**src/rtl/division_arbiter.sv**
```systemverilog
// division_arbiter: shares one multi-cycle unsigned 32-bit divider between two
// requesters. Requests arrive over valid/ready, winners alternate round-robin,
// and each result goes back on the winner's response channel. Only one
// division is in flight at a time. Divide-by-zero is answered locally and the
// divider is not started.
//
// state | meaning
// ------+-------------------------------------------------------------
// IDLE  | arbitrating; the combinational ready goes to the granted requester
// ISSUE | one-cycle div_start pulse, wait counter loaded
// WAIT  | counting down the divider latency, capture q/r at zero
// RESP  | owner's response valid, held until resp_ready
module division_arbiter #(
  parameter int DIV_CYCLES = 33,
  parameter int CNT_W      = 6
) (
  input  logic        clock,
  input  logic        reset,
  input  logic        req0_valid,
  output logic        req0_ready,
  input  logic [31:0] req0_a,
  input  logic [31:0] req0_b,
  output logic        resp0_valid,
  input  logic        resp0_ready,
  output logic [31:0] resp0_q,
  output logic [31:0] resp0_r,
  output logic        resp0_dbz,
  input  logic        req1_valid,
  output logic        req1_ready,
  input  logic [31:0] req1_a,
  input  logic [31:0] req1_b,
  output logic        resp1_valid,
  input  logic        resp1_ready,
  output logic [31:0] resp1_q,
  output logic [31:0] resp1_r,
  output logic        resp1_dbz,
  output logic        div_start,
  output logic [31:0] div_a,
  output logic [31:0] div_b,
  input  logic [31:0] div_q,
  input  logic [31:0] div_r
);

  typedef enum logic [1:0] {IDLE, ISSUE, WAIT, RESP} state_t;

  // Counting starts in the cycle after the start pulse, so the last count
  // lands exactly DIV_CYCLES cycles after div_start.
  localparam logic [CNT_W-1:0] CNT_LOAD = CNT_W'(DIV_CYCLES - 1);

  state_t           state;
  state_t           state_nxt;
  logic             prio;
  logic             owner;
  logic [CNT_W-1:0] cnt;
  logic             capture;
  logic             accept;
  logic             sel;
  logic [31:0]      acc_a;
  logic [31:0]      acc_b;

  // Ready is only ever raised for a valid requester, so ready alone marks the accept.
  assign accept = req0_ready | req1_ready;
  assign sel    = req1_ready;
  assign acc_a  = sel ? req1_a : req0_a;
  assign acc_b  = sel ? req1_b : req0_b;

  // State register.
  always_ff @(posedge clock) begin
    if (reset) state <= IDLE;
    else       state <= state_nxt;
  end

  // Next-state, arbitration and handshake outputs.
  always_comb begin
    state_nxt   = state;
    req0_ready  = 1'b0;
    req1_ready  = 1'b0;
    resp0_valid = 1'b0;
    resp1_valid = 1'b0;
    div_start   = 1'b0;
    capture     = 1'b0;
    case (state)
      IDLE: begin
        // Reset gating keeps ready low while reset is held with valid requests.
        if (!reset) begin
          if (req0_valid && (!req1_valid || !prio)) begin
            req0_ready = 1'b1;
            state_nxt  = (req0_b == 32'd0) ? RESP : ISSUE;
          end else if (req1_valid) begin
            req1_ready = 1'b1;
            state_nxt  = (req1_b == 32'd0) ? RESP : ISSUE;
          end
        end
      end
      ISSUE: begin
        div_start = 1'b1;
        state_nxt = WAIT;
      end
      WAIT: begin
        if (cnt == '0) begin
          capture   = 1'b1;
          state_nxt = RESP;
        end
      end
      RESP: begin
        resp0_valid = !owner;
        resp1_valid = owner;
        if ((resp0_valid && resp0_ready) || (resp1_valid && resp1_ready))
          state_nxt = IDLE;
      end
      default: state_nxt = IDLE;
    endcase
  end

  // Operand latch, round-robin pointer, wait counter and per-requester results.
  always_ff @(posedge clock) begin
    if (reset) begin
      prio      <= 1'b0;
      owner     <= 1'b0;
      cnt       <= '0;
      div_a     <= '0;
      div_b     <= '0;
      resp0_q   <= '0;
      resp0_r   <= '0;
      resp0_dbz <= 1'b0;
      resp1_q   <= '0;
      resp1_r   <= '0;
      resp1_dbz <= 1'b0;
    end else begin
      if (accept) begin
        owner <= sel;
        prio  <= ~sel;
        div_a <= acc_a;
        div_b <= acc_b;
        if (acc_b == 32'd0) begin
          if (sel) begin
            resp1_q   <= '1;
            resp1_r   <= acc_a;
            resp1_dbz <= 1'b1;
          end else begin
            resp0_q   <= '1;
            resp0_r   <= acc_a;
            resp0_dbz <= 1'b1;
          end
        end
      end
      if (state == ISSUE)
        cnt <= CNT_LOAD;
      else if (state == WAIT && cnt != '0)
        cnt <= cnt - CNT_W'(1);
      if (capture) begin
        if (owner) begin
          resp1_q   <= div_q;
          resp1_r   <= div_r;
          resp1_dbz <= 1'b0;
        end else begin
          resp0_q   <= div_q;
          resp0_r   <= div_r;
          resp0_dbz <= 1'b0;
        end
      end
    end
  end

endmodule

```
**config.mk**
```make
export PLATFORM = sky130hd
export DESIGN_NAME = division_arbiter
export DESIGN_NICKNAME = d
export VERILOG_FILES = /design/src/rtl/division_arbiter.sv
export SDC_FILE = /design/constraint.sdc
export NUM_CORES = 1
export LEC_CHECK = 0
export ABC_AREA = 1
export CAP_MARGIN = 20
export CORE_ASPECT_RATIO = 0.8
export CORE_UTILIZATION = 32
export DETAILED_ROUTE_END_ITERATION = 7
export GPL_ROUTABILITY_DRIVEN = 1
export SLEW_MARGIN = 20
export SYNTH_ARGS = -nofsm -noshare
export SYNTH_HDL_FRONTEND = slang
export SYNTH_SLANG_ARGS = --single-unit
```
**constraint.sdc**
```tcl
create_clock -name clock -period 2.8 [get_ports clock]
set_input_delay 0.56 -clock clock [delete_from_list [all_inputs] [get_ports clock]]
set_output_delay 0.56 -clock clock [all_outputs]
set_load 0.02 [all_outputs]
```
==> results of run 1 <==
==> worst register-to-register path: stages, from the launching register on <==
cell,delay [ps]
dfxtp_1,350
inv_2,90
ha_4,150
inv_2,60
nor2_4,160
nand3_4,130
buf_4,170
o21ai_1,170
nand2_1,70
nor2_1,150
nand2_1,110
nor2_4,160
nand3_4,210
clkbuf_16,270
o21ai_0,160
o21ai_1,80
==> registers in the layout, summed over array words and instances (netlist names) <==
| register | cells |
|---|---|
| div_a | 32 |
| div_b | 32 |
| resp0_q | 32 |
| resp0_r | 32 |
| resp1_q | 32 |
| resp1_r | 32 |
| cnt | 6 |
| state | 2 |
| owner | 1 |
| prio | 1 |
| resp0_dbz | 1 |
| resp1_dbz | 1 |
==> through the flow <==
step / worst slack, ps / area [µm²] / total power, mW
2_1_floorplan: 343 / 9630 / 6.07
3_3_place_gp: -416 / 14400 / 8.29
3_5_place_dp: -447 / 14400 / 8.33
4_1_cts: 3.40 / 15300 / 11.6
5_1_grt: 4.08 / 15400 / 12.2
6_report: 141 / 15400 / 11.6
==> metal layers <==
| metal | part of all wire | wire, µm | vias to the layer above | track usage |
|---|---|---|---|---|
| met5 | 0.0018 | 69 | - | 0.0161 |
| met4 | 0.025 | 987 | 2 | 0.0618 |
| met3 | 0.084 | 3280 | 49 | 0.0724 |
| met2 | 0.44 | 17400 | 354 | 0.392 |
| met1 | 0.45 | 17400 | 5023 | 0.319 |
| li1 | - | - | 5558 | - |
==> worst min path at each step <==
stage / end / slack [ps] / depth (start not counted) / from
after floorplan: cnt[0] / 450 / 2 / cnt[0]
after global placement: resp1_dbz / 440 / 2 / resp1_dbz
after detailed placement: resp0_dbz / 450 / 2 / resp0_dbz
after CTS: resp1_dbz / 460 / 2 / resp1_dbz
after global routing: resp1_dbz / 480 / 2 / resp1_dbz
final: resp0_dbz / 450 / 2 / resp0_dbz
==> cells by family after synthesis <==
group / after synthesis
buffers and inverters: 245
DFF: 204
adders and majority gates: 6
AOI/OAI and AO/OA: 409
and+or+nand+nor: 585
==> layout make-up <==
class                      count  area [µm²]  share of cell area
multi-input combinational   1001        4630               0.301
clock inverter                 5        50.0             0.00325
timing repair buffer         486        4830               0.314
clock buffer                  38         764              0.0496
sequential                   204        4080               0.265
inverter                     147         566              0.0367
tap                          377         472              0.0306
==> cell usage in the layout (no fill, tap or decap), types with 2 or more instances in the layout <==
cell and n:
inv_1 138, nand2_1 404, nand3_1 49, clkbuf_1 4, clkdlybuf4s50_1 393, buf_8 2
nor4_1 14, inv_2 5, dfxtp_1 204, clkinv_2 4, nand4_1 13, buf_12 12
o21ai_1 14, o21ai_0 199, a31oi_1 32, nor2_1 88, nor3b_1 2, ha_1 5
nor2_4 6, o21ai_2 3, a211oi_1 2, nor3_1 4, clkbuf_8 9, buf_6 3
inv_4 2, buf_4 73, a21oi_1 155, nand3_4 2, clkbuf_16 26
==> power by group through the flow <==
stage / clock network [mW] / logic, mW / registers, mW
after detailed placement: 0 / 4.43 / 3.90
after floorplan: 0 / 1.53 / 4.54
after global routing: 3.42 / 4.89 / 3.93
after CTS: 3.29 / 4.46 / 3.85
after global placement: 0 / 4.40 / 3.89
final: 3.21 / 4.50 / 3.85
==> repair_timing <==
item,CTS,global route
pin swaps,0,6
buffers inserted,0,5
gates cloned,0,2
gates resized for setup,4,20
endpoints found under the setup margin,3,129
==> reports/metrics.cfg, run 1 <==
[synthesis]
synth_top_area_frac = 0.424
yosysSeqAreaShare = 0.424
synth.most_common_cell = nand2_1
ys_ff_latch = 204
synth-simple-area-share = 0.247
synth_area_per_cell_um2 = 6.65
yosys.area.top_type = dfxtp_1
yosys.area_share.xor_xnor = 0
syn_inst = 1449
synth_nets = 1653
synth-adder-area-share = 0.00779
synth_top_family_by_area = simple AND/OR/NAND/NOR gates
synth_area_leaders = dfxtp_1 (42%), nand2_1 (16%), o21ai_0 (10%), a21oi_1 (8.1%), inv_1 (5.6%)
synth-edff-count = 0
synth-async-reset-ratio = 0
synth_common_cells = nand2_1 (404), dfxtp_1 (204), o21ai_0 (200)
synthesis.area_um2 = 9630
synth_cell_type_count = 32
synth-compound-area-share = 0.218
synth.area.mux_share = 0
synth_warnings = 0
synthFlopType = dfxtp_1

[routing]
routed_wl_um = 39100
ant_nets = 0
drc = 0
firstDrtPassIters = 5
via_count = 10986
wire_per_inst_um = 17.3
vias_per_cell = 4.87
dr.first_iter.drc_count = 645

[global_route]
globalRouteTotalUtil = 0.244
grt_pass1_vias = 10463
grt_max_degree = 91
antenna_found_initial = 0
grt_pass1_wl_um = 59200
overflow = 0

[setup_path]
end_kind = flop
r2r-end = resp0_r[21]
crit_buf_inv = 4
cp_cell_sequence = clkdlybuf4s50_1, buf_4, nor2_4, nand3_4, buf_4, o21ai_1, nand2_1, nor2_1, nand2_1, nor2_4, nand3_4, clkbuf_16, o21ai_0, o21ai_1
slowest_delay_ps = 480
critPathSlowestCell = clkdlybuf4s50_1
path_max_fanout = 20
crit_end = resp0_r[21]
r2r_slack_ps = 180
crit_family = buffers and inverters
worstPathArrival_ps = 3040
ff2ff_path_depth = 15
path_depth = 14
worstSetupStartpoint = reset
worstSetupStartpointType = input pin
required_ps = 3180
worstSetupPathType = in -> reg
worst_r2r_startpoint = state[1]

[pwr]
seqPwrFrac = 0.333
p_int_mw = 7.46
p_sw_frac = 0.355
power_density_nw_per_um2 = 751
clockPowerShare = 0.278
irDropWorstVdd_mv = 0.368
leakagePower_nw = 6.63
combPwrFrac = 0.389
p_sw_mw = 4.11

[clock_tree]
clk_pin_slew_ps = 60
cts_tree = yes
cts_hold_buf = 0
clockBufferDepth = 3
numCtsBuffers = 24
cts.sinks = 204
root_buffer = clkbuf_16
cts_htree_levels = 1
clk_latency_ps = 510

[floorplan]
fp.dieW_um = 196
io_pins = 397
std_cell_rows = 56
die-area_um2 = 30800
core_um2 = 29400
start_util = 0.327
chipHeight_um = 157

[layout]
synthToLayoutAreaGrowth_pct = 59.9
fin_util = 0.523
fin_nets = 2068
diodes = 0
fill_cells = 2886
final_cells = 2258
layout-drive-gt1-share = 0.0819

[placed_design]
routabilityCongestion = 0.886
dpl.hpwl_um = 27600
io_buffer_count = 396
dp_cells = 2208

[sta]
clock.fmax_mhz = 376
relSlewSlack = 0.390
finClkSkew_ps = 8.84
fin_crit_ps = 2660
drv_slew = 0
rsz0062_at_grt = false
whs_ps = 451
finalHoldViolations = 0
tns_ps = 0
worst_slew_pin_slew_ps = 916
final.period_utilization = 0.950
setup_viol = 0

[run_status]
status = finished, final reports clean

[worst_hold_path]
hold_class = reg -> reg

[job]
cap_violations = 0

No activity file was read; power rests on OpenSTA's default activity.
==> run 2: changes to the inputs <==
--- a/config.mk
+++ b/config.mk
@@ -11,6 +11,7 @@
 export CORE_UTILIZATION = 32
 export DETAILED_ROUTE_END_ITERATION = 7
 export GPL_ROUTABILITY_DRIVEN = 1
+export SETUP_SLACK_MARGIN = 0.1
 export SLEW_MARGIN = 20
 export SYNTH_ARGS = -nofsm -noshare
 export SYNTH_HDL_FRONTEND = slang
==> reports/metrics.cfg, run 2 (synthesis results as in run 1) <==
[worst_hold_path]
min_from = resp0_dbz
holdPathStages = 2  ; unchanged
hold_class = reg -> reg
holdPathEnd = resp0_dbz

[clock_tree]
clk_latency_ps = 510  ; about the same
cts_hold_buf = 0  ; unchanged
clk_pin_slew_ps = 60  ; about the same
clockBufferDepth = 3  ; unchanged
cts_htree_levels = 1  ; unchanged
cts.sinks = 204  ; unchanged
numCtsBuffers = 24  ; unchanged
cts_tree = yes
root_buffer = clkbuf_16

[sta]
drv_slew = 0  ; unchanged
finClkSkew_ps = 10.7  ; +1.82 ps
clock.fmax_mhz = 379  ; +0.73%
relSlewSlack = 0.391  ; +0.00143
setup_viol = 0  ; unchanged
finalHoldViolations = 0  ; unchanged
tns_ps = 0  ; unchanged
worst_slew_pin_slew_ps = 913  ; -2.15 ps
timing.final.ws_setup_ps = 160  ; +19.3 ps
fin_crit_ps = 2640  ; -19.3 ps
rsz0062_at_grt = false
final.period_utilization = 0.943  ; -0.00691

[pwr]
irDropWorstVdd_mv = 0.369  ; about the same
power_density_nw_per_um2 = 741  ; -1.3%
leakagePower_nw = 6.76  ; +1.9%

[floorplan]
core_um2 = 29400  ; unchanged
io_pins = 397  ; unchanged
die-area_um2 = 30800  ; unchanged
std_cell_rows = 56  ; unchanged
chipHeight_um = 157  ; unchanged
fp.dieW_um = 196  ; unchanged
start_util = 0.327  ; unchanged

[placed_design]
routabilityCongestion = 0.886  ; unchanged
post-place-ws_ps = -447  ; unchanged
io_buffer_count = 396  ; unchanged
dp_cells = 2208  ; unchanged
place_area_um2 = 14400  ; unchanged
dpl.hpwl_um = 27600  ; unchanged

[setup_path]
worst_r2r_startpoint = state[1]
ff2ff_path_depth = 12  ; -3
worstPathArrival_ps = 2080  ; -960 ps
worstSetupStartpointType = input pin
r2r_slack_ps = 250  ; +70 ps
end_kind = output port
path_max_fanout = 46  ; +130%
required_ps = 2240  ; -940 ps
worstSetupPathType = in -> out
r2r-end = resp0_r[13]

[global_route]
grt_pass1_wl_um = 59200  ; +0.15%
grt_pass1_vias = 10491  ; +0.27%
antenna_found_initial = 0  ; unchanged
globalRouteTotalUtil = 0.245  ; +0.000327
grt_max_degree = 91  ; unchanged
overflow = 0  ; unchanged

[job]
cap_violations = 0  ; unchanged

[routing]
via_count = 11080  ; +0.86%
vias_per_cell = 4.88  ; +0.37%
dr.first_iter.drc_count = 684  ; +6.0%
ant_nets = 0  ; unchanged
drc = 0  ; unchanged
firstDrtPassIters = 5  ; unchanged
routed_wl_um = 39700  ; +1.5%
wire_per_inst_um = 17.5  ; +1.0%

[layout]
layout-drive-gt1-share = 0.0983  ; +0.0164
synthToLayoutAreaGrowth_pct = 63.0
fin_nets = 2079  ; +0.53%
layout_commonest_cell = nand2_1
final_area_um2 = 15700  ; +2.0%
final_cells = 2269  ; +0.49%
final_cell_mix = nand2_1 (401), clkdlybuf4s50_1 (393), dfxtp_1 (202)
diodes = 0  ; unchanged

[run_status]
status = finished, final reports clean

## run 2: worst max path at each step
| stage | from | endpoint | slack [ps] |
|---|---|---|---|
| after floorplan | reset | div_a[0] | 340 |
| after global placement | reset | resp1_r[26] | -420 |
| after detailed placement | reset | resp1_r[22] | -450 |
| after CTS | state[0] | req1_ready | 90 |
| after global routing | state[0] | resp0_r[2] | 80 |
| final | req0_valid | req1_ready | 160 |
## run 2: where the power goes
group / internal, mW / switching, mW / leakage, nW
Sequential: 3.51 / 0.350 / 1.66
Clock: 1.95 / 1.26 / 0.407
Combinational: 2.05 / 2.52 / 4.69
## run 2: metal layers
metal,part of all wire,GRT usage,vias to the layer above
li1,-,-,5579
met1,0.43,0.319,5024
met2,0.45,0.393,419
met3,0.095,0.0731,56
met4,0.028,0.0632,2
met5,0.0017,0.0161,-
## run 2: area by class of cell
| class | count | area, µm² |
|---|---|---|
| multi-input combinational | 1001 | 4700 |
| timing repair buffer | 497 | 5050 |
| sequential | 204 | 4090 |
| tap | 377 | 472 |
| fill | 2839 | 13700 |
| clock buffer | 38 | 764 |
| clock inverter | 5 | 50.0 |
| inverter | 147 | 573 |
## run 2: metrics by stage
step                utilization  hold WS (ps)  total power, mW
floorplan                     -           445             6.07
global placement          0.491           438             8.29
detailed placement        0.491           447             8.33
CTS                       0.519           457             11.6
global route              0.534           478             12.3
finish                    0.534           451             11.6
## run 2: repair_timing
action,4_1_cts,5_1_grt
setup endpoints to repair,52,131
resized for setup,8,54
buffers inserted,1,10
pin swaps,1,7
gates cloned,0,7
## run 2: critical path: stages
cell	delay (ps)
clkdlybuf4s50_1	430
inv_1	60
a21oi_1	40
buf_4	150
nor2_4	120
buf_6	140
clkbuf_16	170
buf_16	230
buf_12	150
==> run 3: changes to the inputs <==
--- a/config.mk
+++ b/config.mk
@@ -8,9 +8,10 @@
 export ABC_AREA = 1
 export CAP_MARGIN = 20
 export CORE_ASPECT_RATIO = 0.8
-export CORE_UTILIZATION = 32
+export CORE_UTILIZATION = 44
 export DETAILED_ROUTE_END_ITERATION = 7
 export GPL_ROUTABILITY_DRIVEN = 1
+export PLACE_DENSITY = 0.82
 export SETUP_SLACK_MARGIN = 0.1
 export SLEW_MARGIN = 20
 export SYNTH_ARGS = -nofsm -noshare
==> reports/metrics.cfg, run 3 (synthesis results as in run 1) <==
[run_status]
status = finished, final reports clean

[placed_design]
routabilityCongestion = 0.927  ; +4.6%
place_area_um2 = 14300  ; -1.1%
dpl.hpwl_um = 26300  ; -5.0%
post-place-ws_ps = -494  ; -47.2 ps
io_buffer_count = 396  ; unchanged
dp_cells = 2101  ; -4.8%

[pwr]
leakagePower_nw = 6.76  ; about the same
p_sw_frac = 0.354  ; -0.00101
irDropWorstVdd_mv = 0.554  ; +50%
power_density_nw_per_um2 = 756  ; +2.0%
p_sw_mw = 4.16  ; +0.61%
clockPowerShare = 0.280  ; +0.004
p_int_mw = 7.59  ; +1.1%
combPwrFrac = 0.390  ; -0.003
seqPwrFrac = 0.329  ; -0.002

[sta]
worst_slew_pin_slew_ps = 999  ; +85.9 ps
drv_slew = 0  ; unchanged
clock.fmax_mhz = 377  ; -0.44%
relSlewSlack = 0.334  ; -0.0573
setup_viol = 0  ; unchanged
finalHoldViolations = 0  ; unchanged
tns_ps = 0  ; unchanged
final.period_utilization = 0.947  ; +0.00415
timing.final.ws_setup_ps = 149  ; -11.6 ps
rsz0062_at_grt = true
fin_crit_ps = 2650  ; +11.6 ps
finClkSkew_ps = 14.9  ; +4.27 ps

[setup_path]
crit_family = buffers and inverters
worstSetupPathType = reg -> out
worst_r2r_startpoint = state[1]
required_ps = 2240  ; about the same
path_max_fanout = 23  ; -50%
cp_cell_sequence = inv_2, ha_4, nand3_4, nor2_4, buf_6, dlygate4sd2_1
critPathSlowestCell = dlygate4sd2_1
ff2ff_path_depth = 17  ; +5
worstSetupStartpointType = flop
crit_buf_inv = 3  ; -4
worstPathArrival_ps = 2090  ; about the same
r2r_slack_ps = 150  ; -100 ps
end_kind = output port
slowest_delay_ps = 360  ; -70 ps
worstSetupStartpoint = state[1]
r2r-end = resp1_r[30]

[layout]
final_cell_mix = nand2_1 (398), clkdlybuf4s50_1 (391), dfxtp_1 (202)
layout_commonest_cell = nand2_1
final_area_um2 = 15500  ; -1.1%
fill_cells = 1686  ; -41%
synthToLayoutAreaGrowth_pct = 61.2
multi_input_area_um2 = 4690  ; -0.29%
seq_area_um2 = 4090  ; unchanged
fin_nets = 2074  ; -0.24%
final_cells = 2165  ; -4.6%
layout-drive-gt1-share = 0.0901  ; -0.00817

[floorplan]
chipHeight_um = 134  ; -15%
std_cell_rows = 48  ; -14%
core_um2 = 21500  ; -27%
io_pins = 397  ; unchanged
fp.dieW_um = 167  ; -15%
start_util = 0.448  ; +0.121
die-area_um2 = 22500  ; -27%

[global_route]
grt_max_degree = 110  ; +21%
grt_pass1_wl_um = 57400  ; -3.1%
grt_pass1_vias = 10944  ; +4.3%
antenna_found_initial = 5  ; +5
globalRouteTotalUtil = 0.318  ; +0.0737
overflow = 0  ; unchanged

[worst_hold_path]
holdPathStages = 2  ; unchanged
min_from = resp0_dbz
hold_class = reg -> reg
holdPathEnd = resp0_dbz

[clock_tree]
cts_hold_buf = 0  ; unchanged
clk_latency_ps = 510  ; about the same
root_buffer = clkbuf_16
cts.sinks = 204  ; unchanged
cts_htree_levels = 1  ; unchanged
clk_pin_slew_ps = 60  ; about the same
cts_tree = yes
numCtsBuffers = 22  ; -8.3%
clockBufferDepth = 3  ; unchanged

[routing]
vias_per_cell = 5.36  ; +9.8%
routed_wl_um = 38700  ; -2.6%
wire_per_inst_um = 17.9  ; +2.1%
ant_nets = 0  ; unchanged
via_count = 11609  ; +4.8%
drc = 0  ; unchanged
dr.first_iter.drc_count = 1084  ; +58%
firstDrtPassIters = 8  ; +3

[job]
cap_violations = 0  ; unchanged

## run 3: changes by cell type in the layout (fill, tap and decap cells not counted), moves of 3 or more
cell,delta
clkinv_2,-3
clkbuf_8,-4
diode_2,+4
o21ai_2,-8
bufinv_16,+4
nand2_1,-3
o21ai_1,+9
nand2_2,+3
nor2_1,+3
nor2_2,-3
## run 3: what timing repair did
| action | CTS | global route |
|---|---|---|
| pin swaps | 2 | 16 |
| buffers inserted | 2 | 8 |
| setup endpoints to repair | 106 | 132 |
| cloned | 1 | 9 |
| resized for setup | 8 | 36 |
## run 3: worst max path at each step
stage / slack, ps / depth (start not counted) / end
final: 150 / 6 / req1_ready
after floorplan: 340 / 7 / div_a[0]
after global routing: 30 / 20 / resp0_r[9]
after detailed placement: -490 / 17 / resp0_r[20]
after global placement: -400 / 17 / resp0_r[15]
after CTS: 90 / 7 / req0_ready
## run 3: worst register-to-register path, cell delays in order, from the launching register on
cell,delay [ps]
dfxtp_2,340
inv_2,80
ha_4,170
nand3_4,80
nor2_4,260
buf_12,170
buf_4,130
nand2_1,70
nand2_2,80
nand2_1,60
nor2_2,140
nand2_2,80
nor2_4,180
nand3_4,110
buf_4,170
clkbuf_16,180
a21oi_1,180
a21oi_2,80
## run 3: layout make-up
| cell class | count | area share |
|---|---|---|
| Timing Repair Buffer | 493 | 0.323 |
| Multi-Input combinational cell | 1002 | 0.302 |
| Sequential cell | 204 | 0.263 |
| Clock buffer | 32 | 0.0411 |
| Inverter | 147 | 0.0367 |
| Tap cell | 275 | 0.0222 |
| Clock inverter | 8 | 0.0115 |
| Antenna cell | 4 | 0.000645 |
## run 3: per-layer routing
| metal | GRT usage | wire, µm |
|---|---|---|
| met2 | 0.538 | 18200 |
| met1 | 0.380 | 15100 |
| met3 | 0.0708 | 3360 |
| met4 | 0.165 | 2070 |
| met5 | 0 | 0 |
## run 3: power groups by stage
stage | Clock (mW) | Sequential (mW) | Combinational [mW]
after global routing | 3.45 | 3.94 | 4.91
after floorplan | 0 | 4.54 | 1.53
after detailed placement | 0 | 3.90 | 4.41
final | 3.29 | 3.87 | 4.59
after global placement | 0 | 3.89 | 4.32
after CTS | 3.33 | 3.85 | 4.46
## run 3: stage by stage
step                utilization  hold slack [ps]  power, mW
floorplan                     -              445       6.07
global route              0.722              489       12.3
global placement          0.664              439       8.21
finish                    0.722              463       11.7
CTS                       0.704              465       11.6
detailed placement        0.664              457       8.31
